## src/rtl/fifo_wr_ctrl.sv

```systemverilog
// Write-side controller of the async FIFO (write clock domain only).
// Keeps the binary and Gray write pointers, drives the memory write port,
// and derives full / almost-full / level from the synchronised read pointer.
module fifo_wr_ctrl #(
  parameter int P_WIDTH    = 4,
  parameter int P_AF_LEVEL = 6
) (
  input  logic               w_clk,
  input  logic               w_rst_n,
  input  logic               w_inc,
  input  logic               w_ovf_clr,
  input  logic [P_WIDTH-1:0] wq2_r_ptr,
  output logic [P_WIDTH-1:0] w_gray_ptr,
  output logic [P_WIDTH-2:0] w_addr,
  output logic               w_en,
  output logic               w_full,
  output logic               w_almost_full,
  output logic [P_WIDTH-1:0] w_level,
  output logic               w_overflow
);

  logic [P_WIDTH-1:0] wBin_q, wBin_d;
  logic [P_WIDTH-1:0] wGray_q, wGray_d;
  logic               wOvf_q, wOvf_d;
  logic [P_WIDTH-1:0] rBin;

  // Read pointer back to binary: each bit is the XOR of all Gray bits at and above it
  always_comb begin
    rBin = '0;
    for (int i = 0; i < P_WIDTH; i++) begin
      rBin[i] = ^(wq2_r_ptr >> i);
    end
  end

  // Full when the write pointer is one lap ahead: top two Gray bits inverted, rest equal
  assign w_full = (wGray_q == {~wq2_r_ptr[P_WIDTH-1:P_WIDTH-2], wq2_r_ptr[P_WIDTH-3:0]});

  assign w_en          = w_inc & ~w_full;
  assign w_addr        = wBin_q[P_WIDTH-2:0];
  assign w_gray_ptr    = wGray_q;
  assign w_level       = wBin_q - rBin;
  assign w_almost_full = (w_level >= P_WIDTH'(P_AF_LEVEL));
  assign w_overflow    = wOvf_q;

  // Next-state: advance both pointers together on an accepted write; overflow set beats clear
  always_comb begin
    wBin_d  = wBin_q;
    wGray_d = wGray_q;
    wOvf_d  = wOvf_q;
    if (w_en) begin
      wBin_d  = wBin_q + 1'b1;
      wGray_d = wBin_d ^ (wBin_d >> 1);
    end
    if (w_inc & w_full) begin
      wOvf_d = 1'b1;
    end else if (w_ovf_clr) begin
      wOvf_d = 1'b0;
    end
  end

  // State registers, cleared immediately by the asynchronous reset
  always_ff @(posedge w_clk or negedge w_rst_n) begin
    if (!w_rst_n) begin
      wBin_q  <= '0;
      wGray_q <= '0;
      wOvf_q  <= 1'b0;
    end else begin
      wBin_q  <= wBin_d;
      wGray_q <= wGray_d;
      wOvf_q  <= wOvf_d;
    end
  end

endmodule

```

## config.mk

```make
export PLATFORM = sky130hd
export DESIGN_NAME = fifo_wr_ctrl
export DESIGN_NICKNAME = d
export VERILOG_FILES = /design/src/rtl/fifo_wr_ctrl.sv
export SDC_FILE = /design/constraint.sdc
export NUM_CORES = 1
export LEC_CHECK = 0
export ABC_AREA = 1
export CORE_UTILIZATION = 45
export DETAILED_ROUTE_END_ITERATION = 12
export PLACE_DENSITY = 0.81
export RECOVER_POWER = 50
export SLEW_MARGIN = 15
export SYNTH_ARGS = -nofsm -noshare
export SYNTH_HDL_FRONTEND = slang
export SYNTH_SLANG_ARGS = --single-unit
```

## constraint.sdc

```tcl
create_clock -name w_clk -period 1.77 [get_ports w_clk]
set_input_delay 0.177 -clock w_clk [delete_from_list [all_inputs] [get_ports w_clk]]
set_output_delay 0.177 -clock w_clk [all_outputs]
set_load 0.02 [all_outputs]
```

==> results of run 1 <==
## final cells by class
class | instances | area, um^2
fill | 108 | 327
inverter | 19 | 73.8
multi-input combinational | 79 | 513
clock buffer | 4 | 26.3
sequential | 8 | 201
tap | 16 | 20.0
timing repair buffer | 41 | 345
## power groups by stage
stage	logic [mW]	clock network, mW	registers, mW
2_1_floorplan	0.817	0	0.461
3_3_place_gp	1.49	0	0.344
3_5_place_dp	1.55	0	0.354
4_1_cts	1.68	0.159	0.358
5_1_grt	1.89	0.168	0.374
6_report	1.74	0.159	0.360
## placed cells by master (no fill, tap or decap)
cell	count
sky130_fd_sc_hd__a21oi_2	1
sky130_fd_sc_hd__buf_2	4
sky130_fd_sc_hd__buf_4	17
sky130_fd_sc_hd__buf_6	5
sky130_fd_sc_hd__clkbuf_1	1
sky130_fd_sc_hd__clkbuf_2	1
sky130_fd_sc_hd__clkbuf_4	4
sky130_fd_sc_hd__clkdlybuf4s15_1	1
sky130_fd_sc_hd__clkdlybuf4s50_1	9
sky130_fd_sc_hd__dfrtp_1	7
sky130_fd_sc_hd__dfrtp_2	1
sky130_fd_sc_hd__dlygate4sd2_1	1
sky130_fd_sc_hd__dlygate4sd3_1	2
sky130_fd_sc_hd__fa_2	1
sky130_fd_sc_hd__ha_1	2
sky130_fd_sc_hd__ha_4	2
sky130_fd_sc_hd__inv_1	13
sky130_fd_sc_hd__inv_2	5
sky130_fd_sc_hd__inv_4	1
sky130_fd_sc_hd__nand2_1	47
sky130_fd_sc_hd__nand2_2	4
sky130_fd_sc_hd__nand3_1	7
sky130_fd_sc_hd__nand3_2	1
sky130_fd_sc_hd__nand3b_1	2
sky130_fd_sc_hd__nand4_1	1
sky130_fd_sc_hd__nor2_1	1
sky130_fd_sc_hd__nor2_2	1
sky130_fd_sc_hd__nor2_4	1
sky130_fd_sc_hd__o22ai_1	1
sky130_fd_sc_hd__or2_2	1
sky130_fd_sc_hd__xnor2_1	2
sky130_fd_sc_hd__xnor2_2	2
sky130_fd_sc_hd__xor2_4	2
## per-layer routing
| layer | GRT usage (%) | vias up | routed length [um] |
|---|---|---|---|
| met5 | 0 | - | 0 |
| met2 | 47.5 | 37 | 1140 |
| met3 | 1.74 | 8 | 105 |
| li1 | - | 407 | - |
| met4 | 14.8 | 0 | 59 |
| met1 | 30.9 | 364 | 804 |
## what timing repair did
action | CTS | global route
buffers inserted | 3 | 3
hold endpoints to repair | 0 | 0
pin swaps | 11 | 8
resized for setup | 53 | 7
endpoints found under the setup margin | 7 | 6
## registers in the layout (all words and copies together) (netlist names)
signal,count
w_gray_ptr,4
w_overflow,1
wBin_q,3
## critical path: stages, from the launching register on
cell                      delay, ns
sky130_fd_sc_hd__dfrtp_2       0.41
sky130_fd_sc_hd__inv_2         0.08
sky130_fd_sc_hd__ha_4          0.14
sky130_fd_sc_hd__inv_4         0.03
sky130_fd_sc_hd__fa_2          0.37
sky130_fd_sc_hd__xor2_4        0.17
sky130_fd_sc_hd__nand2_1       0.08
sky130_fd_sc_hd__nand3_2       0.06
sky130_fd_sc_hd__buf_6         0.13
## cells by family after synthesis
family | after synthesis | synth area share, %
flops | 8 | 27.9
xor+xnor | 6 | 8.36
fa+ha+maj | 5 | 9.76
buf+inv | 20 | 11.0
simple gates | 66 | 41.5
compound gates | 2 | 1.57
## final timing paths
| path | from | end | cells after the start |
|---|---|---|---|
| worst min register to register | w_overflow | w_overflow | 2 |
| worst max-delay path | wBin_q[0] | w_almost_full | 8 |
| min in group w_clk | w_ovf_clr | w_overflow | 2 |
| worst min-delay path | w_rst_n | wBin_q[1] | 1 |
| worst max register to register | wBin_q[1] | w_gray_ptr[2] | 9 |
| max in group asynchronous | w_rst_n | wBin_q[0] | 1 |
==> metrics.txt, run 1 <==
# TYPE chip_impl_metric gauge
chip_impl_metric{name="postSynthNetCount",unit=""} 120
chip_impl_metric{name="timing.max_slew.rel_slack",unit="%"} 76.1
chip_impl_info{name="synth_top_cell_by_area",value="sky130_fd_sc_hd__dfrtp_1"} 1
chip_impl_metric{name="ys_seq_area_share",unit="%"} 27.9
chip_impl_metric{name="clkSlewWorstSetupHoldPaths",unit="ns"} 0.07
chip_impl_metric{name="standard_cell_core_area",unit="mm^2"} 0.00151
chip_impl_metric{name="viasPerCell",unit=""} 4.89
chip_impl_metric{name="design.die.area",unit="mm^2"} 0.00176
chip_impl_metric{name="report.power.total",unit="mW"} 2.26
chip_impl_metric{name="post-route-drc-count",unit=""} 0
chip_impl_metric{name="synthArstFlopShare",unit="%"} 100
chip_impl_metric{name="fin_ws",unit="ns"} -0.165
chip_impl_metric{name="initial_core_util",unit="%"} 47.7
chip_impl_metric{name="first_global_vias",unit=""} 796
chip_impl_metric{name="worst-slew-pin-transition",unit="ns"} 0.357
chip_impl_info{name="hold_path_class",value="primary input to asynchronous set/reset pin"} 1
chip_impl_metric{name="final.period_utilization",unit="%"} 109
chip_impl_metric{name="detail-route-antenna-nets",unit=""} 0
chip_impl_metric{name="hold_ws",unit="ns"} 0.246
chip_impl_metric{name="cp.arrival",unit="ns"} 1.76
chip_impl_metric{name="final_nets",unit=""} 165
chip_impl_metric{name="placer_congestion",unit=""} 0.798
chip_impl_metric{name="fin_cells",unit=""} 167
chip_impl_metric{name="share_of_total_power_in_sequential_cells",unit="%"} 15.9
chip_impl_metric{name="rrSetupSlack",unit="ns"} 0.13
chip_impl_metric{name="pin_count_of_the_biggest_net_entering_global_routing",unit=""} 9
chip_impl_metric{name="worstSkewPairLatency",unit="ns"} 0.27
chip_impl_metric{name="detailroute.via_count",unit=""} 816
chip_impl_metric{name="p_clk_share",unit="%"} 7.0
chip_impl_metric{name="post_route_cells_drive_above_1_share",unit="%"} 35.8
chip_impl_metric{name="finalSetupViolations",unit=""} 4
chip_impl_metric{name="p_int",unit="mW"} 1.18
chip_impl_info{name="rsz0062_at_grt",value="true"} 1
chip_impl_metric{name="clock_skew",unit="ns"} 0.0149
chip_impl_metric{name="dp.cells",unit=""} 157
chip_impl_metric{name="p_leak",unit="nW"} 0.649
chip_impl_metric{name="cts_sinks",unit=""} 8
chip_impl_info{name="synthTopCellsByCount",value="sky130_fd_sc_hd__nand2_1 (48), sky130_fd_sc_hd__inv_1 (15), sky130_fd_sc_hd__dfrtp_1 (8), sky130_fd_sc_hd__nand3_1 (8)"} 1
chip_impl_metric{name="avgSynthCellArea",unit="um^2"} 6.71
chip_impl_metric{name="cts_max_path_buffers",unit=""} 2
chip_impl_metric{name="drtPass1Iterations",unit=""} 4
chip_impl_metric{name="post_synth_num_cell_types",unit=""} 21
chip_impl_metric{name="floorplan.die.width",unit="um"} 42.0
chip_impl_metric{name="drv.max_cap_violation_count",unit=""} 0
chip_impl_info{name="synth.top_cells.by_area",value="sky130_fd_sc_hd__dfrtp_1 (28%), sky130_fd_sc_hd__nand2_1 (25%), sky130_fd_sc_hd__inv_1 (7.8%)"} 1
chip_impl_metric{name="fmax",unit="MHz"} 517
chip_impl_metric{name="vdd_ir_drop_max",unit="uV"} 1240
chip_impl_metric{name="power_switching_share",unit="%"} 47.8
chip_impl_metric{name="grtUsageTotal",unit="%"} 26.5
chip_impl_metric{name="placement_rows",unit=""} 14
chip_impl_metric{name="p_comb_share",unit="%"} 77.1
chip_impl_info{name="timing.critical_path.from_type",value="flop"} 1
chip_impl_metric{name="routed_wl",unit="um"} 2110
chip_impl_metric{name="drt-initial-drc-count",unit=""} 13
chip_impl_metric{name="floorplan.io_pins",unit=""} 23
chip_impl_metric{name="hold_violations",unit=""} 0
chip_impl_metric{name="critPathRequiredTime",unit="ns"} 1.59
chip_impl_metric{name="mappedNetlistArea",unit="um^2"} 718
chip_impl_metric{name="cts_hold_buffers",unit=""} 0
chip_impl_metric{name="fp.dieH",unit="um"} 42.0
chip_impl_metric{name="cell_count_after_synthesis",unit=""} 107
chip_impl_metric{name="drt_wl_cell",unit="um"} 12.6
chip_impl_info{name="status",value="finished with violations"} 1
chip_impl_metric{name="antenna_cells_inserted",unit=""} 0
chip_impl_info{name="end_kind",value="primary output"} 1
chip_impl_metric{name="drv_slew",unit=""} 0
chip_impl_metric{name="cellPowerDensity",unit="mW/mm^2"} 1920
chip_impl_info{name="tritoncts",value="done"} 1
chip_impl_metric{name="totalNegativeSetupSlack",unit="ns"} -0.450
chip_impl_metric{name="port_buffers",unit=""} 22
chip_impl_metric{name="design_area",unit="mm^2"} 0.00118
chip_impl_metric{name="power_spent_charging_and_discharging_nets",unit="mW"} 1.08
chip_impl_info{name="top_flip_flop_cell_by_instance_count_after_synthesis",value="sky130_fd_sc_hd__dfrtp_1"} 1
chip_impl_info{name="failed_checks",value="negative setup slack"} 1
chip_impl_metric{name="placed_cell_area",unit="mm^2"} 0.00108
chip_impl_metric{name="grt-ovfl-total",unit=""} 0
chip_impl_metric{name="grt_pass1_wl",unit="um"} 3470
chip_impl_metric{name="yosysWarnings",unit=""} 0
chip_impl_metric{name="grt_antenna_before_repair",unit=""} 0
chip_impl_info{name="yosysMostFrequentCell",value="sky130_fd_sc_hd__nand2_1"} 1
chip_impl_metric{name="tritoncts.num_buffers",unit=""} 3
chip_impl_metric{name="synth_enable_flop_cells",unit=""} 0
chip_impl_metric{name="synth.top_cell.area_share",unit="%"} 27.9
chip_impl_metric{name="hpwlAfterDp",unit="um"} 1490
chip_impl_metric{name="utilization",unit="%"} 78.3
chip_impl_metric{name="synth.ff_latch_count",unit=""} 8
chip_impl_metric{name="cts.htree.levels",unit=""} 1
chip_impl_info{name="criticalPathCategory",value="flop to primary output"} 1
chip_impl_info{name="cell_at_the_root_of_the_clock_tree",value="sky130_fd_sc_hd__clkbuf_4"} 1
chip_impl_metric{name="path_max_fanout",unit=""} 2
chip_impl_metric{name="period_needed",unit="ns"} 1.93
chip_impl_metric{name="syn2layout_area_growth",unit="%"} 64.3
chip_impl_metric{name="dp_worst_setup_slack",unit="ns"} -1.01
No activity file was read; power rests on OpenSTA's default activity.
==> run 2: changes to the inputs <==
Settings changed: CORE_MARGIN set to 3.
Clock period 1.77 ns to 2.4 ns, I/O delays scaled along.
==> run 2 against run 1 <==
The run now ends clean. Clock-buffer cell count fell by 1. Via count fell by 5.8%. Combinational power fell by 44%. Power fell by 40%. Critical path type is now primary input to primary output.
==> metrics.txt, run 2 (synthesized netlist as in run 1, its figures left out) <==
# TYPE chip_impl_metric gauge
chip_impl_info{name="status",value="finished clean"} 1
chip_impl_metric{name="fin_ws",unit="ns"} 0.122
chip_impl_metric{name="post_route_cells_drive_above_1_share",unit="%"} 19.4
chip_impl_info{name="critPathCapture",value="w_level[3]"} 1
chip_impl_info{name="cell_at_the_root_of_the_clock_tree",value="sky130_fd_sc_hd__clkbuf_4"} 1
chip_impl_info{name="worstReg2RegEnd",value="w_gray_ptr[2]"} 1
chip_impl_metric{name="clock_skew",unit="ns"} 0.000980
chip_impl_metric{name="grt_pass1_wl",unit="um"} 2980
chip_impl_metric{name="hpwlAfterDp",unit="um"} 1350
chip_impl_metric{name="hold_violations",unit=""} 0
chip_impl_metric{name="drt-initial-drc-count",unit=""} 12
chip_impl_metric{name="period_needed",unit="ns"} 2.28
chip_impl_info{name="mostFrequentLayoutCell",value="sky130_fd_sc_hd__nand2_1"} 1
chip_impl_metric{name="cts_max_path_buffers",unit=""} 2
chip_impl_metric{name="port_buffers",unit=""} 22
chip_impl_metric{name="p_leak",unit="nW"} 0.596
chip_impl_info{name="criticalPathCategory",value="primary input to primary output"} 1
chip_impl_metric{name="final_nets",unit=""} 154
chip_impl_metric{name="grt-ovfl-total",unit=""} 0
chip_impl_info{name="timing.critical_path.from",value="wq2_r_ptr[2]"} 1
chip_impl_metric{name="cts_hold_buffers",unit=""} 0
chip_impl_metric{name="cts.htree.levels",unit=""} 1
chip_impl_info{name="regToRegStartpoint",value="wBin_q[0]"} 1
chip_impl_metric{name="first_global_vias",unit=""} 776
chip_impl_metric{name="finalSetupViolations",unit=""} 0
chip_impl_metric{name="largest_reg_flops",unit=""} 4
chip_impl_info{name="hold_path_class",value="primary input to asynchronous set/reset pin"} 1
chip_impl_metric{name="clkSlewWorstSetupHoldPaths",unit="ns"} 0.05
chip_impl_metric{name="viasPerCell",unit=""} 4.99
chip_impl_info{name="timing.critical_path.from_type",value="primary input"} 1
chip_impl_metric{name="drv_slew",unit=""} 0
chip_impl_metric{name="design.die.area",unit="mm^2"} 0.00211
chip_impl_metric{name="placer_congestion",unit=""} 0.801
chip_impl_metric{name="worstSkewPairLatency",unit="ns"} 0.25
chip_impl_metric{name="floorplan.io_pins",unit=""} 23
chip_impl_metric{name="detail-route-antenna-nets",unit=""} 0
chip_impl_metric{name="post-route-drc-count",unit=""} 0
chip_impl_metric{name="syn2layout_area_growth",unit="%"} 44.8
chip_impl_metric{name="drt_wl_cell",unit="um"} 11.2
chip_impl_metric{name="critPathRequiredTime",unit="ns"} 2.16
chip_impl_info{name="tritoncts",value="done"} 1
chip_impl_metric{name="pin_count_of_the_biggest_net_entering_global_routing",unit=""} 9
chip_impl_metric{name="final.period_utilization",unit="%"} 94.9
chip_impl_info{name="end_kind",value="primary output"} 1
chip_impl_metric{name="path_max_fanout",unit=""} 3
chip_impl_metric{name="detailroute.via_count",unit=""} 769
chip_impl_metric{name="grtUsageTotal",unit="%"} 19.2
chip_impl_metric{name="dp.cells",unit=""} 149
chip_impl_metric{name="fp.dieH",unit="um"} 46.0
chip_impl_metric{name="worst-slew-pin-transition",unit="ns"} 0.376
chip_impl_metric{name="placement_rows",unit=""} 13
chip_impl_metric{name="fmax",unit="MHz"} 439
chip_impl_metric{name="fin_cells",unit=""} 154
chip_impl_metric{name="grt_antenna_before_repair",unit=""} 0
chip_impl_metric{name="cp.arrival",unit="ns"} 2.04
chip_impl_metric{name="worstRegToRegCells",unit=""} 9
chip_impl_metric{name="floorplan.die.width",unit="um"} 46.0
chip_impl_metric{name="initial_core_util",unit="%"} 51.3
chip_impl_metric{name="rrSetupSlack",unit="ns"} 0.86
chip_impl_metric{name="dp_worst_setup_slack",unit="ns"} -0.540
chip_impl_info{name="final_cell_mix",value="sky130_fd_sc_hd__nand2_1 (50), sky130_fd_sc_hd__inv_1 (15), sky130_fd_sc_hd__clkdlybuf4s50_1 (12)"} 1
chip_impl_metric{name="cellPowerDensity",unit="mW/mm^2"} 1300
chip_impl_metric{name="standard_cell_core_area",unit="mm^2"} 0.00140
chip_impl_metric{name="routed_wl",unit="um"} 1730
chip_impl_metric{name="timing.max_slew.rel_slack",unit="%"} 74.8
chip_impl_metric{name="drv.max_cap_violation_count",unit=""} 0
chip_impl_metric{name="hold_ws",unit="ns"} 0.337
chip_impl_metric{name="tritoncts.num_buffers",unit=""} 3
chip_impl_metric{name="vdd_ir_drop_max",unit="uV"} 861
chip_impl_metric{name="drtPass1Iterations",unit=""} 3
chip_impl_metric{name="layout_fillers",unit=""} 118
chip_impl_metric{name="cts_sinks",unit=""} 8
chip_impl_metric{name="antenna_cells_inserted",unit=""} 0
-- run 2: changes by cell type in the layout (fill, tap and decap cells not counted), moves of 3 or more --
| cell | change |
|---|---|
| sky130_fd_sc_hd__buf_6 | -5 |
| sky130_fd_sc_hd__buf_2 | -3 |
| sky130_fd_sc_hd__buf_4 | -9 |
| sky130_fd_sc_hd__clkdlybuf4s50_1 | +3 |
| sky130_fd_sc_hd__nand2_1 | +3 |
| sky130_fd_sc_hd__nand2_2 | -3 |
-- run 2: through the flow --
| stage | utilization (%) | instance area (um^2) | power [mW] | TNS (ns) |
|---|---|---|---|---|
| 6_report | 74.3 | 1040 | 1.35 | 0 |
| 2_1_floorplan | - | 718 | 0.886 | 0 |
| 5_1_grt | 74.3 | 1040 | 1.48 | -0.00881 |
| 3_5_place_dp | 71.1 | 995 | 1.28 | -1.74 |
| 3_3_place_gp | 71.1 | 995 | 1.26 | -1.30 |
| 4_1_cts | 74.1 | 1040 | 1.37 | 0 |
-- run 2: cell type report --
cell class | count | area, um^2 | share of cell area (%)
well taps | 15 | 18.8 | 1.81
clock buffers | 3 | 22.5 | 2.17
repair buffers | 30 | 274 | 26.4
inverters | 19 | 71.3 | 6.86
multi-input cells | 79 | 453 | 43.6
flip-flops and latches | 8 | 200 | 19.3
-- run 2: worst min path at each step --
stage / startpoint / depth (start not counted) / endpoint / slack [ns]
final: w_rst_n / 1 / w_gray_ptr[3] / 0.34
after global placement: w_gray_ptr[0] / 2 / w_gray_ptr[0] / 0.53
after global routing: w_rst_n / 1 / w_overflow / 0.35
after CTS: w_rst_n / 1 / w_gray_ptr[3] / 0.27
after floorplan: w_rst_n / 0 / wBin_q[0] / -0.06
after detailed placement: w_overflow / 2 / w_overflow / 0.53
-- run 2: power breakdown --
part	leakage, nW	internal, mW	switching, mW
logic	0.481	0.426	0.550
clock network	0.0138	0.0573	0.0469
registers	0.100	0.194	0.0802
-- run 2: per-layer routing --
metal | share of wire [%] | wire length, um | global-route usage [%] | vias to the layer above
met1 | 45 | 777 | 20.4 | 362
met3 | 3.8 | 65 | 3.16 | 5
met4 | 1.8 | 31 | 6.82 | 0
met5 | 0 | 0 | 0 | -
met2 | 49 | 852 | 36.8 | 18
li1 | - | - | - | 384
-- run 2: timing repair --
action	4_1_cts	5_1_grt
buffers inserted	2	0
pin swaps	3	2
resized for setup	14	7
setup endpoints to repair	5	4
hold endpoints to repair	0	0
-- run 2: worst max-delay path: stages --
cell,delay (ns)
sky130_fd_sc_hd__dlygate4sd2_1,0.28
sky130_fd_sc_hd__xnor2_2,0.22
sky130_fd_sc_hd__buf_4,0.17
sky130_fd_sc_hd__xor2_2,0.18
sky130_fd_sc_hd__ha_1,0.26
sky130_fd_sc_hd__nand2_1,0.07
sky130_fd_sc_hd__nand2_1,0.06
sky130_fd_sc_hd__a21oi_2,0.14
sky130_fd_sc_hd__inv_1,0.05
sky130_fd_sc_hd__nand2_1,0.07
sky130_fd_sc_hd__nand2_1,0.05
sky130_fd_sc_hd__clkdlybuf4s15_2,0.24
==> run 3: changes to the inputs <==
Settings changed: CORE_UTILIZATION 45 to 48, GPL_TIMING_DRIVEN set to 0, PLACE_DENSITY 0.81 to 0.86.
==> run 3 against run 2 <==
Fmax increased by 3.4%. Core utilization decreased by 2.7 points. Non-clock buffer count decreased by 6. Final area decreased by 7.0%. Combinational power decreased by 7.6%. Clock skew about the same. Register-to-register slack improved by 0.02 ns. Clock-buffer cell count unchanged. Worst setup slack improved by 0.074 ns. Largest power group unchanged. Sequential share of layout area increased by 1.4 points. Die area decreased by 5.5%. Cell count decreased by 3.9%.
==> metrics.txt, run 3 (synthesized netlist as in run 1, its figures left out) <==
# TYPE chip_impl_metric gauge
chip_impl_info{name="status",value="finished clean"} 1
chip_impl_metric{name="floorplan.die.width",unit="um"} 44.7
chip_impl_info{name="mostFrequentLayoutCell",value="sky130_fd_sc_hd__nand2_1"} 1
chip_impl_metric{name="utilization",unit="%"} 71.6
chip_impl_metric{name="antenna_cells_inserted",unit=""} 0
chip_impl_metric{name="syn2layout_area_growth",unit="%"} 34.7
chip_impl_info{name="hold_path_class",value="primary input to flop"} 1
chip_impl_metric{name="cellPowerDensity",unit="mW/mm^2"} 1330
chip_impl_metric{name="viasPerCell",unit=""} 4.90
chip_impl_info{name="rsz0062_at_grt",value="false"} 1
chip_impl_metric{name="dp_worst_setup_slack",unit="ns"} -0.533
chip_impl_metric{name="first_global_vias",unit=""} 705
chip_impl_metric{name="hpwlAfterDp",unit="um"} 1280
chip_impl_metric{name="period_needed",unit="ns"} 2.20
chip_impl_metric{name="placement_rows",unit=""} 13
chip_impl_metric{name="finalSetupViolations",unit=""} 0
chip_impl_metric{name="grtUsageTotal",unit="%"} 19.3
chip_impl_info{name="hold_start",value="w_inc"} 1
chip_impl_metric{name="totalNegativeSetupSlack",unit="ns"} 0
chip_impl_metric{name="detail-route-antenna-nets",unit=""} 0
chip_impl_metric{name="drv.max_cap_violation_count",unit=""} 0
chip_impl_metric{name="final.period_utilization",unit="%"} 91.8
chip_impl_metric{name="critPathRequiredTime",unit="ns"} 2.16
chip_impl_metric{name="final_nets",unit=""} 148
chip_impl_metric{name="cts_sinks",unit=""} 8
chip_impl_metric{name="design.die.area",unit="mm^2"} 0.00200
chip_impl_metric{name="grt_pass1_wl",unit="um"} 2850
chip_impl_metric{name="fp.dieH",unit="um"} 44.7
chip_impl_metric{name="port_buffers",unit=""} 21
chip_impl_metric{name="pin_count_of_the_biggest_net_entering_global_routing",unit=""} 9
chip_impl_metric{name="largest_reg_flops",unit=""} 4
chip_impl_info{name="timing.critical_path.from",value="wBin_q[0]"} 1
chip_impl_metric{name="post-route-drc-count",unit=""} 0
chip_impl_metric{name="clock_skew",unit="ns"} 0.00134
chip_impl_metric{name="p_leak",unit="nW"} 0.547
chip_impl_metric{name="tritoncts.num_buffers",unit=""} 3
chip_impl_metric{name="timing.max_slew.rel_slack",unit="%"} 73.9
chip_impl_info{name="end_kind",value="primary output"} 1
chip_impl_metric{name="worstSkewPairLatency",unit="ns"} 0.26
chip_impl_metric{name="grt_antenna_before_repair",unit=""} 0
chip_impl_metric{name="routed_wl",unit="um"} 1600
chip_impl_info{name="timing.critical_path.from_type",value="flop"} 1
chip_impl_metric{name="initial_core_util",unit="%"} 53.2
chip_impl_info{name="cell_at_the_root_of_the_clock_tree",value="sky130_fd_sc_hd__clkbuf_4"} 1
chip_impl_metric{name="detailroute.via_count",unit=""} 725
chip_impl_metric{name="cp.arrival",unit="ns"} 1.96
chip_impl_metric{name="drtPass1Iterations",unit=""} 4
chip_impl_info{name="final_cell_mix",value="sky130_fd_sc_hd__nand2_1 (50), sky130_fd_sc_hd__inv_1 (15), sky130_fd_sc_hd__clkdlybuf4s50_1 (11), sky130_fd_sc_hd__nand3_1 (8), sky130_fd_sc_hd__dfrtp_1 (8)"} 1
chip_impl_metric{name="cts_max_path_buffers",unit=""} 2
chip_impl_metric{name="worst-slew-pin-transition",unit="ns"} 0.391
chip_impl_metric{name="hold_violations",unit=""} 0
chip_impl_metric{name="vdd_ir_drop_max",unit="uV"} 841
chip_impl_metric{name="grt-ovfl-total",unit=""} 0
chip_impl_metric{name="path_max_fanout",unit=""} 7
chip_impl_metric{name="floorplan.io_pins",unit=""} 23
chip_impl_metric{name="drv_slew",unit=""} 0
chip_impl_metric{name="cts.htree.levels",unit=""} 1
chip_impl_info{name="tritoncts",value="done"} 1
chip_impl_metric{name="post_route_cells_drive_above_1_share",unit="%"} 13.5
chip_impl_metric{name="fin_ws",unit="ns"} 0.196
chip_impl_metric{name="drt-initial-drc-count",unit=""} 5
chip_impl_metric{name="fmax",unit="MHz"} 454
chip_impl_info{name="regToRegStartpoint",value="wBin_q[0]"} 1
chip_impl_metric{name="clkSlewWorstSetupHoldPaths",unit="ns"} 0.05
chip_impl_metric{name="drt_wl_cell",unit="um"} 10.8
chip_impl_metric{name="placer_congestion",unit=""} 0.813
chip_impl_metric{name="standard_cell_core_area",unit="mm^2"} 0.00135
chip_impl_info{name="criticalPathCategory",value="flop to primary output"} 1
run 3: cell count changes in the layout (fill, tap and decap cells not counted), sizes merged:
cell,delta
buf,-5
clkbuf,+1
clkdlybuf4s15,-2
clkdlybuf4s50,-1
dlygate4sd2,+3
dlymetal6s2s,-2
run 3: critical path, stage by stage (launching register included):
cell and delay (ns):
sky130_fd_sc_hd__dfrtp_1 0.46, sky130_fd_sc_hd__inv_1 0.13, sky130_fd_sc_hd__ha_1 0.15, sky130_fd_sc_hd__inv_1 0.06, sky130_fd_sc_hd__fa_1 0.37, sky130_fd_sc_hd__xor2_1 0.18
sky130_fd_sc_hd__dlygate4sd2_1 0.35
run 3: where the power goes:
| group | leakage (nW) | switching, mW | internal [mW] | total (mW) |
|---|---|---|---|---|
| Sequential | 0.100 | 0.0894 | 0.194 | 0.283 |
| Combinational | 0.433 | 0.517 | 0.385 | 0.902 |
| Clock | 0.0138 | 0.0480 | 0.0574 | 0.105 |
| Total | 0.547 | 0.654 | 0.636 | 1.29 |
run 3: routing by layer:
layer  global-route usage, %  wire, um  vias up
met5                       0         0        -
met2                    33.0       766       23
met4                    10.8        38        0
met3                    1.22        84        6
met1                    23.9       711      324
li1                        -         -      372
run 3: worst paths after layout:
check / end / slack [ns] / depth (start not counted)
max in group asynchronous: w_gray_ptr[3] / 1.78 / 1
setup / recovery: w_level[2] / 0.20 / 6
hold / removal: wBin_q[1] / 0.28 / 3
hold reg to reg: w_overflow / 0.54 / 2
setup reg to reg: w_gray_ptr[2] / 0.88 / 8
min in group asynchronous: w_gray_ptr[0] / 0.34 / 1
run 3: final cells by class:
| type | instances | area, um^2 |
|---|---|---|
| plain buffers | 1 | 7.51 |
| flip-flops and latches | 8 | 200 |
| inverters | 19 | 71.3 |
| multi-input cells | 79 | 443 |
| repair buffers | 23 | 204 |
| clock buffers | 3 | 22.5 |
| fillers | 112 | 383 |
| well taps | 15 | 18.8 |
run 3: through the flow:
step	total power, mW	hold WS (ns)	instance area (um^2)	instances
floorplan	0.886	-0.0556	718	107
global placement	1.22	0.520	947	143
detailed placement	1.26	0.533	947	143
CTS	1.33	0.275	996	148
global route	1.41	0.300	967	148
finish	1.29	0.276	967	148
run 3: timing repair:
action,CTS,global route
hold buffers,0,0
gates resized for setup,12,5
pin swaps,1,1
buffers inserted,2,0
endpoints found under the setup margin,4,3
cloned,0,0
